File: src/rtl/stage_if_pkg.sv
// stage_if_pkg: shared fetch-stage types and constants
package stage_if_pkg;
  typedef enum logic {IF_FETCH, IF_DONE} if_state_t;
  localparam logic [31:0] ZERO_WORD = 32'h0000_0000;
  localparam logic [31:0] NON_OP = 32'h0000_0000;
  localparam int INST_BYTES = 4;
  localparam int STALL_W = 6;
endpackage

File: src/rtl/stage_if.sv
// stage_if: RV32I fetch stage assembling little-endian words over an 8-bit memory port
module stage_if
  import stage_if_pkg::*;
#(
  parameter logic [31:0] RESET_PC = 32'h0000_0000
) (
  input  logic        clk,
  input  logic        rst,
  input  logic        rdy,
  input  logic [5:0]  stall,
  input  logic        branch_enable_i,
  input  logic [31:0] branch_addr_i,
  output logic        mem_req_o,
  output logic [31:0] mem_addr_o,
  input  logic        mem_ack_i,
  input  logic [7:0]  mem_data_i,
  output logic [31:0] pc_o,
  output logic [31:0] inst_o,
  output logic        inst_valid_o,
  output logic        if_stall_req_o
);
  if_state_t state, state_n;
  logic [31:0] fetch_pc, fetch_pc_n, asm, asm_n, asm_ack, word, mem_addr_n;
  logic [1:0] byte_cnt, byte_cnt_n;
  logic mem_req_n, take, out_free, load;
  logic unused_stall;
  assign unused_stall = ^{stall[5:2], stall[0]};
  assign take = mem_req_o && mem_ack_i;
  assign out_free = !inst_valid_o || !stall[1];
  assign if_stall_req_o = !inst_valid_o && !rst;
  always_comb begin
    asm_ack = asm;
    asm_ack[{byte_cnt, 3'b000} +: 8] = mem_data_i;
    word = (state == IF_DONE) ? asm : asm_ack;
    state_n = state;
    fetch_pc_n = fetch_pc;
    byte_cnt_n = byte_cnt;
    asm_n = asm;
    mem_req_n = 1'b1;
    mem_addr_n = fetch_pc + {30'b0, byte_cnt};
    load = 1'b0;
    if (branch_enable_i) begin
      state_n = IF_FETCH;
      fetch_pc_n = branch_addr_i;
      byte_cnt_n = 2'd0;
      asm_n = ZERO_WORD;
      mem_req_n = 1'b0;
      mem_addr_n = branch_addr_i;
    end else if (state == IF_DONE || (take && byte_cnt == 2'd3)) begin
      load = out_free;
      asm_n = word;
      byte_cnt_n = 2'd0;
      state_n = out_free ? IF_FETCH : IF_DONE;
      fetch_pc_n = out_free ? fetch_pc + 32'd4 : fetch_pc;
      mem_req_n = out_free;
      mem_addr_n = out_free ? fetch_pc + 32'd4 : mem_addr_o;
    end else if (take) begin
      asm_n = asm_ack;
      byte_cnt_n = byte_cnt + 2'd1;
      mem_addr_n = fetch_pc + {30'b0, byte_cnt + 2'd1};
    end
  end
  always_ff @(posedge clk) begin
    if (rst) begin
      state <= IF_FETCH;
      fetch_pc <= RESET_PC;
      byte_cnt <= 2'd0;
      asm <= ZERO_WORD;
      mem_req_o <= 1'b0;
      mem_addr_o <= RESET_PC;
    end else if (rdy) begin
      state <= state_n;
      fetch_pc <= fetch_pc_n;
      byte_cnt <= byte_cnt_n;
      asm <= asm_n;
      mem_req_o <= mem_req_n;
      mem_addr_o <= mem_addr_n;
    end
  end
  always_ff @(posedge clk) begin
    if (rst) begin
      pc_o <= ZERO_WORD;
      inst_o <= NON_OP;
      inst_valid_o <= 1'b0;
    end else if (rdy) begin
      if (load) begin
        pc_o <= fetch_pc;
        inst_o <= word;
        inst_valid_o <= 1'b1;
      end else if (branch_enable_i || !stall[1]) begin
        inst_valid_o <= 1'b0;
      end
    end
  end
endmodule

File: config.mk
export PLATFORM = sky130hd
export DESIGN_NAME = stage_if
export DESIGN_NICKNAME = d
export VERILOG_FILES = /design/src/rtl/stage_if_pkg.sv /design/src/rtl/stage_if.sv
export SDC_FILE = /design/constraint.sdc
export NUM_CORES = 1
export LEC_CHECK = 0
export BUFFER_PORTS_ARGS = -buffer_cell sky130_fd_sc_hd__buf_4
export CAP_MARGIN = 10
export CORE_AREA = 5 5 134 136
export CTS_CLUSTER_SIZE = 40
export DETAILED_ROUTE_END_ITERATION = 12
export DIE_AREA = 0 0 139 141
export GPL_TIMING_DRIVEN = 0
export PLACE_DENSITY = 0.75
export SLEW_MARGIN = 25
export SYNTH_ARGS = -nofsm -noshare
export SYNTH_HDL_FRONTEND = slang
export SYNTH_SLANG_ARGS = --single-unit
File: constraint.sdc
create_clock -name clk -period 7.4 [get_ports clk]
set_input_delay 0.37 -clock clk [delete_from_list [all_inputs] [get_ports clk]]
set_output_delay 0.37 -clock clk [all_outputs]
set_load 0.02 [all_outputs]
==> impl_metrics.json <==
{
  "worstSkewPairLatency_ns": 0.44,
  "combinationalPowerShare": 0.106,
  "cts_made_buffers": 17,
  "endpoint_kind": "flop",
  "vdd_ir_drop_max_uv": 158,
  "post-route-period-util": 0.491,
  "worstHoldEndpoint": "fetch_pc[1]$_SDFFE_PP0P_",
  "first_iter_violations": 1194,
  "clock_path_buffers": 2,
  "syn_area_per_cell_um2": 7.78,
  "drive_above_1_share": 0.167,
  "pwr-share-clk": 0.427,
  "start_util": 0.482,
  "ios": 150,
  "drv_slew": 0,
  "drc": 0,
  "wl_met1_mm": 13.2,
  "coreArea_mm2": 0.0168,
  "synth_edf_count": 0,
  "max_freq_mhz": 275,
  "cts_hold_buffers": 0,
  "routed_via_density": 6.20,
  "highest_layer": "met4",
  "met3_length_mm": 3.36,
  "p_sw_frac": 0.281,
  "row_count": 48,
  "ys_async_sr_fraction": 0,
  "areaGrowthSynthToFinish_pct": 23.8,
  "dpl_cell_area_mm2": 0.00947,
  "switchingPower_mw": 0.556,
  "p_leak_nw": 3.71,
  "worstMarginPinSlew_ns": 0.882,
  "fillers": 1592,
  "status": "finished, final reports clean",
  "fin_skew_ns": 0.0139,
  "place.gp.congestion": 0.999,
  "htree_levels": 4,
  "cts_tree": "yes",
  "netlist_area_mm2": 0.00810,
  "grt_setup_unrepaired": "false",
  "design_area_mm2": 0.0100,
  "power_density_mw_per_mm2": 197,
  "antenna_found_initial": 0,
  "seqPwrFrac": 0.467,
  "cp.arrival_ns": 3.93,
  "die_y_um": 141,
  "syn_nets": 1102,
  "vias": 8929,
  "worstSetupPathType": "flop to flop",
  "layout.nets": 1264,
  "ant_nets": 0,
  "fin_tns_setup_ns": 0,
  "layout_min_cycle_time_ns": 3.63,
  "hp-class": "input port to flop",
  "synthCells": 1041,
  "final_util": 0.596,
  "dieArea_mm2": 0.0196,
  "whs_ns": 0.211,
  "ctsResizeCount": 0,
  "dr_wl_met2_mm": 14.0,
  "cp.required_ns": 7.70,
  "die_x_um": 139,
  "port_buffers": 143,
  "clkTransAtPathRegs_ns": 0.07,
  "preCtsSetupSlack_ns": 3.88,
  "hold_path_depth": 3,
  "min_from": "branch_addr_i[1]",
  "grt_pass1_vias": 8381,
  "wl_per_cell_um": 21.9,
  "yosys_warnings": 0,
  "track_usage": 0.313,
  "grt_max_degree": 17,
  "grt_first_pass_wirelength_mm": 48.2,
  "drv_cap": 0,
  "reg2reg_to": "mem_addr_o[8]$_SDFFE_PP0P_",
  "post-cts-setup-buffer-count": 0,
  "finalSetupViolations": 0,
  "r2r-start": "byte_cnt[0]$_SDFFE_PP0P_",
  "hold_violations": 0,
  "antenna_cells": 0,
  "critPathMaxFanout": 7,
  "cp-start-kind": "flop",
  "synth_area_leaders": "dfxtp_1 (41%), nand2_1 (6.6%), nor2_1 (5.9%), a21oi_1 (5.7%), clkbuf_1 (3.8%)",
  "yosys.area.top_type": "dfxtp_1",
  "cts_num_sinks": 165,
  "firstDrtPassIters": 7,
  "setup_slack_ns": 3.77,
  "ys_seq_area_frac": 0.408,
  "yosysUniqueCellTypes": 63,
  "globalRouteOverflowTotal": 0,
  "rr_worst_depth": 10,
  "synth_top_flop_cell": "dfxtp_1",
  "cp-startpoint": "byte_cnt[0]$_SDFFE_PP0P_",
  "p_int_mw": 1.42,
  "root_buffer": "clkbuf_16",
  "ys_ff_latch": 165,
  "regToRegSetupSlack_ns": 3.77,
  "dp_hpwl_mm": 23.3,
  "slew_headroom": 0.412,
  "wirelength_mm": 31.6,
  "synth_top_area_share": 0.408
}
## stage by stage
stage	std cells	power, mW
floorplan	1041	1.05
global route	1441	2.03
finish	1441	1.98
global placement	1409	1.14
detailed placement	1409	1.14
CTS	1441	1.97
## synth_stat cells (3+ instances only)
| master | instances |
|---|---|
| a21o_1 | 8 |
| o21a_1 | 4 |
| a2bb2oi_1 | 9 |
| dfxtp_1 | 165 |
| buf_1 | 7 |
| a221oi_1 | 3 |
| and3_1 | 11 |
| nand2_1 | 143 |
| nor3_1 | 42 |
| xnor2_1 | 10 |
| a22o_1 | 25 |
| a31oi_1 | 17 |
| nand2b_1 | 12 |
| nor4_1 | 11 |
| buf_2 | 7 |
| mux2i_1 | 3 |
| o31ai_1 | 7 |
| a32o_1 | 11 |
| a211oi_1 | 11 |
| ha_1 | 9 |
| o211ai_1 | 16 |
| and2_1 | 4 |
| or4_1 | 5 |
| nor2b_1 | 3 |
| inv_1 | 10 |
| nor2_1 | 127 |
| mux2_2 | 3 |
| nand3_1 | 33 |
| nand4_1 | 13 |
| o21ai_0 | 45 |
| or3_1 | 7 |
| o41ai_1 | 4 |
| a22oi_1 | 36 |
| xor2_1 | 7 |
| a311oi_1 | 3 |
| a21oi_1 | 92 |
| clkbuf_1 | 81 |
| and4_1 | 3 |
## area by class of cell
type | instances | area [um2] | area share
buffer | 97 | 378 | 0.0377
clock buffer | 20 | 447 | 0.0446
clock inverter | 12 | 93.8 | 0.00936
inverter | 11 | 41.3 | 0.00412
multi-input combinational | 768 | 4410 | 0.440
sequential | 165 | 3300 | 0.330
tap | 225 | 282 | 0.0281
timing repair buffer | 143 | 1070 | 0.107
## worst max path at each step
stage	to	slack, ns
floorplan	mem_addr_o[8]$_SDFFE_PP0P_	4.42
global route	mem_addr_o[27]$_SDFFE_PP0P_	3.59
global placement	mem_addr_o[8]$_SDFFE_PP0P_	3.57
CTS	mem_addr_o[27]$_SDFFE_PP0P_	3.86
finish	mem_addr_o[8]$_SDFFE_PP0P_	3.77
detailed placement	mem_addr_o[27]$_SDFFE_PP0P_	3.88
## cell usage in the layout, fill, tap and decap left out, drive strengths merged, types with 4 or more instances in the layout
master / count
o41ai: 4
clkinv: 5
o21ai: 45
a22oi: 36
a21o: 8
buf: 158
a31oi: 17
ha: 9
nor4: 12
nand4: 13
clkbuf: 102
nor2: 127
nand2: 143
o21a: 4
nand2b: 12
a22o: 25
or4: 7
nor3: 42
or3: 7
inv: 16
and2: 4
dfxtp: 165
and3: 11
a211oi: 11
xnor2: 10
a21oi: 92
o31ai: 8
a32o: 11
nand3: 35
a2bb2oi: 9
a221oi: 4
xor2: 7
o211ai: 16
## critical path, cell delays in order, from the launching register on
cell,delay [ns]
dfxtp_1,0.41
clkbuf_1,0.30
inv_1,0.20
ha_1,0.42
mux2_2,0.34
fa_1,0.47
a311oi_2,0.73
nor3_1,0.17
xor2_1,0.18
o211ai_1,0.19
a21oi_1,0.09
## kinds of logic after synthesis
| group | after synthesis | synth area share |
|---|---|---|
| mux | 6 | 0.00788 |
| flops | 165 | 0.408 |
| simple gates | 426 | 0.242 |
| buf+inv | 108 | 0.0518 |
| fa+ha+maj | 10 | 0.0164 |
| compound gates | 309 | 0.256 |
| xor+xnor | 17 | 0.0184 |
## power by group through the flow
stage	Clock, mW	Combinational (mW)	Sequential, mW
6_report	0.845	0.209	0.924
5_1_grt	0.886	0.222	0.924
4_1_cts	0.845	0.203	0.923
3_5_place_dp	0	0.202	0.943
3_3_place_gp	0	0.201	0.942
2_1_floorplan	0	0.100	0.949
## sequential cells by signal, indices dropped and copies added (netlist names)
register	count
byte_cnt	2
mem_req_o	1
inst_valid_o	1
inst_o	32
fetch_pc	32
state	1
asm	32
pc_o	32
mem_addr_o	32
## layer usage
layer  up-vias  global-route usage
met5         -                   0
met4         0               0.120
met3        89              0.0753
met2       580               0.484
met1      4183               0.425
li1       4077                   -
(Power assumes the default switching activity.)
